$ cat src/rtl/ika9958_regwr_ctrl.sv
// CPU port #1/#2/#3 write sequencer for the IKA9958 register file and palette.
// Palette sequencing on port #2 is built only with IKA9958_REGWR_PALETTE_EN.
module ika9958_regwr_ctrl #(
    parameter int NREG = 47
) (
    input  logic        i_EMUCLK,
    input  logic        i_RST_n,
    input  logic        i_cpu_wr,
    input  logic        i_cpu_rd,
    input  logic [1:0]  i_cpu_port,
    input  logic [7:0]  i_cpu_data,
    output logic        o_reg_we,
    output logic [5:0]  o_reg_addr,
    output logic [7:0]  o_reg_data,
    output logic        o_vaddr_we,
    output logic [13:0] o_vaddr,
    output logic        o_vaddr_wr,
    output logic        o_pal_we,
    output logic [3:0]  o_pal_idx,
    output logic [8:0]  o_pal_data
);

    localparam logic [6:0] NREG_W = 7'(NREG);

    logic        p1_phase_q, p1_phase_d;
    logic [7:0]  lat1_q, lat1_d;
    logic [5:0]  ptr17_q, ptr17_d;
    logic        aii_q, aii_d;
    logic        reg_we_q, reg_we_d;
    logic [5:0]  reg_addr_q, reg_addr_d;
    logic [7:0]  reg_data_q, reg_data_d;
    logic        vaddr_we_q, vaddr_we_d;
    logic [13:0] vaddr_q, vaddr_d;
    logic        vaddr_wr_q, vaddr_wr_d;

    logic        rw_hit;
    logic [5:0]  rw_addr;
    logic [7:0]  rw_data;

`ifdef IKA9958_REGWR_PALETTE_EN
    logic        p2_phase_q, p2_phase_d;
    logic [7:0]  lat2_q, lat2_d;
    logic [3:0]  ptr16_q, ptr16_d;
    logic        pal_we_q, pal_we_d;
    logic [3:0]  pal_idx_q, pal_idx_d;
    logic [8:0]  pal_data_q, pal_data_d;
`endif

    always_comb begin
        p1_phase_d = p1_phase_q;
        lat1_d     = lat1_q;
        ptr17_d    = ptr17_q;
        aii_d      = aii_q;
        reg_we_d   = 1'b0;
        reg_addr_d = reg_addr_q;
        reg_data_d = reg_data_q;
        vaddr_we_d = 1'b0;
        vaddr_d    = vaddr_q;
        vaddr_wr_d = vaddr_wr_q;
        rw_hit     = 1'b0;
        rw_addr    = 6'd0;
        rw_data    = 8'd0;
`ifdef IKA9958_REGWR_PALETTE_EN
        p2_phase_d = p2_phase_q;
        lat2_d     = lat2_q;
        ptr16_d    = ptr16_q;
        pal_we_d   = 1'b0;
        pal_idx_d  = pal_idx_q;
        pal_data_d = pal_data_q;
`endif
        // A write wins over a simultaneous read.
        if (i_cpu_wr) begin
            unique case (i_cpu_port)
                2'd0: p1_phase_d = 1'b0;
                2'd1: begin
                    if (!p1_phase_q) begin
                        lat1_d     = i_cpu_data;
                        p1_phase_d = 1'b1;
                    end else begin
                        p1_phase_d = 1'b0;
                        if (i_cpu_data[7]) begin
                            rw_hit  = 1'b1;
                            rw_addr = i_cpu_data[5:0];
                            rw_data = lat1_q;
                            if (i_cpu_data[5:0] == 6'd17) begin
                                ptr17_d = lat1_q[5:0];
                                aii_d   = lat1_q[7];
                            end
                        end else begin
                            vaddr_we_d = 1'b1;
                            vaddr_d    = {i_cpu_data[5:0], lat1_q};
                            vaddr_wr_d = i_cpu_data[6];
                        end
                    end
                end
                2'd2: begin
`ifdef IKA9958_REGWR_PALETTE_EN
                    if (!p2_phase_q) begin
                        lat2_d     = i_cpu_data;
                        p2_phase_d = 1'b1;
                    end else begin
                        p2_phase_d = 1'b0;
                        pal_we_d   = 1'b1;
                        pal_idx_d  = ptr16_q;
                        pal_data_d = {lat2_q[6:4], lat2_q[2:0],
                                      i_cpu_data[2:0]};
                        ptr16_d    = ptr16_q + 4'd1;
                    end
`endif
                end
                2'd3: begin
                    // R#17 never writes itself through the indirect port.
                    if (ptr17_q != 6'd17) begin
                        rw_hit  = 1'b1;
                        rw_addr = ptr17_q;
                        rw_data = i_cpu_data;
                    end
                    if (!aii_q) ptr17_d = ptr17_q + 6'd1;
                end
            endcase
        end else if (i_cpu_rd) begin
            if (i_cpu_port == 2'd0 || i_cpu_port == 2'd1)
                p1_phase_d = 1'b0;
        end

        if (rw_hit) begin
            if ({1'b0, rw_addr} < NREG_W) begin
                reg_we_d   = 1'b1;
                reg_addr_d = rw_addr;
                reg_data_d = rw_data;
            end
`ifdef IKA9958_REGWR_PALETTE_EN
            if (rw_addr == 6'd16) begin
                ptr16_d    = rw_data[3:0];
                p2_phase_d = 1'b0;
            end
`endif
        end
    end

    always_ff @(posedge i_EMUCLK) begin
        if (!i_RST_n) begin
            p1_phase_q <= 1'b0;
            lat1_q     <= 8'd0;
            ptr17_q    <= 6'd0;
            aii_q      <= 1'b0;
            reg_we_q   <= 1'b0;
            reg_addr_q <= 6'd0;
            reg_data_q <= 8'd0;
            vaddr_we_q <= 1'b0;
            vaddr_q    <= 14'd0;
            vaddr_wr_q <= 1'b0;
`ifdef IKA9958_REGWR_PALETTE_EN
            p2_phase_q <= 1'b0;
            lat2_q     <= 8'd0;
            ptr16_q    <= 4'd0;
            pal_we_q   <= 1'b0;
            pal_idx_q  <= 4'd0;
            pal_data_q <= 9'd0;
`endif
        end else begin
            p1_phase_q <= p1_phase_d;
            lat1_q     <= lat1_d;
            ptr17_q    <= ptr17_d;
            aii_q      <= aii_d;
            reg_we_q   <= reg_we_d;
            reg_addr_q <= reg_addr_d;
            reg_data_q <= reg_data_d;
            vaddr_we_q <= vaddr_we_d;
            vaddr_q    <= vaddr_d;
            vaddr_wr_q <= vaddr_wr_d;
`ifdef IKA9958_REGWR_PALETTE_EN
            p2_phase_q <= p2_phase_d;
            lat2_q     <= lat2_d;
            ptr16_q    <= ptr16_d;
            pal_we_q   <= pal_we_d;
            pal_idx_q  <= pal_idx_d;
            pal_data_q <= pal_data_d;
`endif
        end
    end

    assign o_reg_we   = reg_we_q;
    assign o_reg_addr = reg_addr_q;
    assign o_reg_data = reg_data_q;
    assign o_vaddr_we = vaddr_we_q;
    assign o_vaddr    = vaddr_q;
    assign o_vaddr_wr = vaddr_wr_q;
`ifdef IKA9958_REGWR_PALETTE_EN
    assign o_pal_we   = pal_we_q;
    assign o_pal_idx  = pal_idx_q;
    assign o_pal_data = pal_data_q;
`else
    assign o_pal_we   = 1'b0;
    assign o_pal_idx  = 4'd0;
    assign o_pal_data = 9'd0;
`endif

endmodule

$ cat config.mk
export PLATFORM = sky130hd
export DESIGN_NAME = ika9958_regwr_ctrl
export DESIGN_NICKNAME = d
export VERILOG_FILES = /design/src/rtl/ika9958_regwr_ctrl.sv
export SDC_FILE = /design/constraint.sdc
export NUM_CORES = 1
export LEC_CHECK = 0
export CAP_MARGIN = 0
export CORE_UTILIZATION = 49
export DETAILED_ROUTE_END_ITERATION = 7
export PLACE_DENSITY = 0.85
export SLEW_MARGIN = 0
export SYNTH_ARGS = -nofsm -noshare
export SYNTH_HDL_FRONTEND = slang
export SYNTH_SLANG_ARGS = --single-unit
$ cat constraint.sdc
create_clock -name i_EMUCLK -period 2.1 [get_ports i_EMUCLK]
set_input_delay 0.42 -clock i_EMUCLK [delete_from_list [all_inputs] [get_ports i_EMUCLK]]
set_output_delay 0.42 -clock i_EMUCLK [all_outputs]
set_load 0.05 [all_outputs]
; ---- After elaboration in Yosys (flattened, before gate mapping)
; Index checks and enable logic that the tools add are counted.
[classes]
addsub = 1
magnitude_cmp = 1
n_eq_ne = 9
n_mux = 27
bitwise = 2
n_reduce_logical = 13
[ops]
columns = operator, count
row1 = 6-bit 2-to-1 mux, 8
row2 = 8-bit 2-to-1 mux, 4
row3 = 6-bit case mux with 2 select lines, 2
row4 = 8-bit case mux with 2 select lines, 1
row5 = 1-bit 2-to-1 mux, 10
row6 = "2-bit != test, second input constant", 4
row7 = 4-bit AND reduction, 2
row8 = "6-bit by 1-bit adder with 6-bit output, second input constant", 1
row9 = "6-bit by 5-bit == test with 1-bit output, second input constant", 1
row10 = "6-bit less-than comparator, second input constant", 1
row11 = "6-bit by 5-bit != test with 1-bit output, second input constant", 1
row12 = 3-bit AND reduction, 2
row13 = 6-bit AND reduction, 1
row14 = 2-bit nonzero test, 3
row15 = 5-bit AND reduction, 1
row16 = 1-bit case mux with 2 select lines, 2
row17 = 2-bit AND reduction, 2
row18 = "3-bit by 1-bit != test with 1-bit output, second input constant", 1
row19 = "2-bit by 1-bit == test with 1-bit output, second input constant", 1
row20 = "2-bit == test, second input constant", 1
row21 = 2-bit zero test, 1
row22 = 1-bit NOT, 2
row23 = 1-bit logical OR, 1
[word_totals]
regBits = 47
input_bits = 14
output_inout_bits = 45
word_cells = 63

; ---- Depth between registers and ports, before layout
[depth]
ltp_word = 6
ltp_mapped = 8
ltp_nobuf = 7

; ---- Worst setup path before layout
; No wires, ideal clock.
[synth_timing]
path_type = input to register
from = input i_cpu_data[7]
to = register ptr17_q[3]
setup_ns = 0.116
t_arrival_ns = 1.620
t_required_ns = 1.984
setup_slack_ns = 0.364
path_stages = 7
path_buffers = 2
cell_sequence = clkbuf_2 nand3b_1 nor4_1 o21ba_2 buf_2 o21ai_0 a31o_2
[synth_via]
elab_chain_len = 2
[synth_rtl]
columns = element, line_no
row1 = start: declaration, 11  ; input logic [7:0] i_cpu_data,
row2 = 2-bit != test (no source line), -
row3 = 6-bit AND reduction (no source line), -
row4 = end signal: assignment, 164  ; ptr17_q <= ptr17_d;
row5 = end: declaration, 27  ; logic [5:0] ptr17_q, ptr17_d;
; Every way passes these cells.
; A chain may end at the register's enable or synchronous reset.

; ---- Final worst setup path
[layout_timing]
from = input i_cpu_data[7]
to = register reg_data_q[2] (netlist: o_reg_data[2])
[layout_via]
elab_chain_len = 6
word_cells_on_any_way = 14
classes_between = order compare: 1 / mux: 12 / reduce/logical: 1
[layout_rtl]
columns = element, line_no
row1 = 6-bit 2-to-1 mux, 81  ; if (i_cpu_data[7]) begin
row2 = 6-bit 2-to-1 mux, 76  ; if (!p1_phase_q) begin
row3 = 6-bit case mux with 2 select lines, 73  ; unique case (i_cpu_port)
row4 = 6-bit 2-to-1 mux, 72  ; if (i_cpu_wr) begin
row5 = 6-bit less-than comparator, 127  ; if ({1'b0, rw_addr} < NREG_W) begin
row6 = 2-bit AND reduction (no source line), -
row7 = end signal: assignment, 168  ; reg_data_q <= reg_data_d;
row8 = end: declaration, 31  ; logic [7:0] reg_data_q, reg_data_d;
; Parallel ways exist; a longest one is shown, timed or not.

==> results.ini <==
[run_status]
outcome = complete, no violations

[sta]
fin_ws_ns = 0.0459
hold_ws_ns = 0.479
maxSlewViolCount = 0
fmax_ghz = 0.487
finalSetupTns_ns = 0
finClkSkew_ns = 0.00793
final.min_clock_period_ns = 2.05
setup_viol = 0
worst_slew_pin_slew_ns = 0.507
hold_viol_final = 0
min_period_over_period_pct = 97.8
max-slew-margin-rel_pct = 66.1

[power_and_ir_drop]
ir_worst_vdd_mv = 0.345
p_sw_share_pct = 29.3
combPwrFrac_pct = 15.9
p_leak_nw = 1.14
power.density_mw_per_mm2 = 567
pwr-share-seq_pct = 51.7
p_int_mw = 1.25
clkPwrFrac_pct = 32.4
p_switching_mw = 0.521
p_total_mw = 1.78

[grt]
grt_pass1_wl_mm = 9.60
grt_pass1_vias = 1956
overflow = 0
grt_start_max_net_pins = 19
grt_usage_pct = 24.4
antenna_found_initial = 0

[routing]
wire_per_inst_um = 15.9
drt_iter0_drc = 182
vias = 2059
drc = 0
firstDrtPassIters = 4
viasPerCell = 5.48
routed_wl_mm = 6.00
antenna_left = 0

[placement]
io_buffer_count = 44
finalWeightedCongestion = 0.923
placed_area_mm2 = 0.00303
dp_slack_ns = -0.268
place_hpwl_mm = 4.33
dpl.cell_count = 368

[synthesis]
synth_cells = 251
synth-seq-area-share_pct = 39.6
yosysUniqueCellTypes = 49
ys_ff_latch = 47
synth.avg_cell_area_um2 = 9.46
synth_warnings = 0
synth_area_mm2 = 0.00237

[worst_setup_path]
worstSetupStartpoint = i_cpu_data[7]
cp_max_fo = 13
path_class = primary input to flop
cp-end-kind = flop
cp_data_arrival_time_ns = 2.29
r2r_start = ptr17_q[1]$_SDFFE_PN0P_
regToRegSetupSlack_ns = 0.07
r2r-end = o_reg_data[2]$_SDFFE_PN0P_
worstRegToRegCells = 8
worstSetupEndpoint = o_reg_data[2]$_SDFFE_PN0P_
critPathLaunchType = primary input
required_ns = 2.34

[cts]
path_clk_slew_ns = 0.09
clock_sinks = 47
clock_latency_ns = 0.31
htreeDepth = 2
cts_buffers = 5
cts-root-buf = clkbuf_8
cts_buffer_depth = 2
postCtsSetupBuffers = 0
cts_tree = done

[cells_and_area]
nNetsFinal = 339
area_delta_synth_final_pct = 31.9
final_layout_size_suffix_gt1_share_pct = 21.0
layout.cells.non_filler = 376
fin_area_mm2 = 0.00313
utilization_pct = 69.5
antenna_cells = 0

[floorplan]
die_h_um = 71.6
initial_utilization_pct = 52.7
die_area_mm2 = 0.00513
io_pins = 59
die_x_um = 71.6
rows = 24
core-area_mm2 = 0.00450

[worst_hold_path]
hold_class = flop to flop

[job]
drv_cap = 0

-- placed cells by master (no fill, tap or decap), types with 4 or more instances in the layout --
master	count
a31o_2	4
nor2_1	6
nand3_1	6
mux2i_1	17
nand2_1	32
a21boi_0	10
nor2b_1	18
dfxtp_1	47
o21ai_0	6
conb_1	14
a22oi_1	9
o2bb2ai_1	13
clkdlybuf4s50_1	44
a21oi_1	8
clkbuf_8	5
buf_4	36
-- registers in the layout (all words and copies together), names as in the netlist --
name,flops
aii_q,1
lat1_q,8
o_reg_addr,6
o_reg_data,8
o_reg_we,1
o_vaddr,14
o_vaddr_we,1
o_vaddr_wr,1
p1_phase_q,1
ptr17_q,6
-- power groups by stage --
stage / logic, mW / registers, mW / clock network, mW
finish: 0.282 / 0.918 / 0.576
global route: 0.299 / 0.919 / 0.614
CTS: 0.278 / 0.917 / 0.577
detailed placement: 0.276 / 0.938 / 0
global placement: 0.273 / 0.938 / 0
floorplan: 0.172 / 0.953 / 0
-- area by class of cell --
type / instances / area [um^2]
Sequential cell: 47 / 941
Timing Repair Buffer: 83 / 771
Fill cell: 354 / 1370
Clock inverter: 3 / 22.5
Tap cell: 52 / 65.1
Clock buffer: 5 / 68.8
Inverter: 2 / 7.51
Multi-Input combinational cell: 184 / 1260
-- layer usage --
metal | wire length [um] | part of all wire, % | track usage [%]
met5 | 0 | 0 | 0
met4 | 110 | 1.8 | 8.93
met3 | 370 | 6.2 | 5.34
met2 | 2710 | 45 | 37.2
met1 | 2810 | 47 | 33.9
-- cells by family after synthesis --
family | count (synthesis) | synth area share, %
and+or+nand+nor | 88 | 21.0
AOI/OAI and AO/OA | 63 | 20.7
buffers and inverters | 33 | 10.3
adders and majority gates | 2 | 1.05
muxes | 17 | 7.17
other | 1 | 0.158
DFF | 47 | 39.6
-- cell usage after synthesis, drive strengths merged --
cell type / count / share of area, %
dfxtp: 47 / 40
nand2: 33 / 5.5
buf: 22 / 7.2
nor2b: 18 / 4.7
mux2i: 17 / 7.2
o2bb2ai: 13 / 4.8
a21boi: 11 / 3.6
a21oi: 10 / 2.4
a22oi: 9 / 2.8
clkbuf: 9 / 2.7
nand3: 6 / 1.3
nor2: 6 / 0.95
o21ai: 6 / 1.3
a31o: 4 / 1.5
and3: 4 / 1.1
and2: 3 / 0.79
nand4b: 3 / 1.1
or2b: 3 / 1.1
ha: 2 / 1.1
inv: 2 / 0.32
nand3b: 2 / 0.63
nor4: 2 / 0.53
o2111ai: 2 / 1.0
o31ai: 2 / 0.63
a21o: 1 / 0.37
a221oi: 1 / 0.63
a22o: 1 / 0.37
and2b: 1 / 0.37
and4b: 1 / 0.58
conb: 1 / 0.16
nand2b: 1 / 0.26
nand4bb: 1 / 0.47
nor3b: 1 / 0.32
nor4b: 1 / 0.63
nor4bb: 1 / 0.42
o211a: 1 / 0.42
o21ba: 1 / 0.42
o32a: 1 / 0.42
or2: 1 / 0.26
-- how the worst min path moves through the flow --
| stage | to | cells past startpoint | startpoint | slack, ns |
|---|---|---|---|---|
| 2_1_floorplan | lat1_q[6]$_SDFFE_PN0P_ | 2 | lat1_q[6]$_SDFFE_PN0P_ | 0.46 |
| 3_3_place_gp | o_reg_data[5]$_SDFFE_PN0P_ | 1 | o_reg_data[5]$_SDFFE_PN0P_ | 0.45 |
| 3_5_place_dp | o_reg_data[4]$_SDFFE_PN0P_ | 1 | o_reg_data[4]$_SDFFE_PN0P_ | 0.45 |
| 4_1_cts | o_reg_data[4]$_SDFFE_PN0P_ | 1 | o_reg_data[4]$_SDFFE_PN0P_ | 0.48 |
| 5_1_grt | o_reg_addr[0]$_SDFFE_PN0P_ | 1 | o_reg_addr[0]$_SDFFE_PN0P_ | 0.49 |
| 6_report | o_reg_addr[0]$_SDFFE_PN0P_ | 1 | o_reg_addr[0]$_SDFFE_PN0P_ | 0.48 |
-- repair_timing --
item / in CTS / in global routing
gates resized for setup: 0 / 2
hold buffers: 0 / 0
setup endpoints to repair: 0 / 5
-- critical path, cell delays in order --
cell and delay (ns):
clkdlybuf4s50_1 0.61, nand4b_1 0.22, a221oi_2 0.32, o2111ai_2 0.21
a21oi_2 0.24, buf_12 0.16, o2bb2ai_1 0.12
No activity file was read; power rests on OpenSTA's default activity.
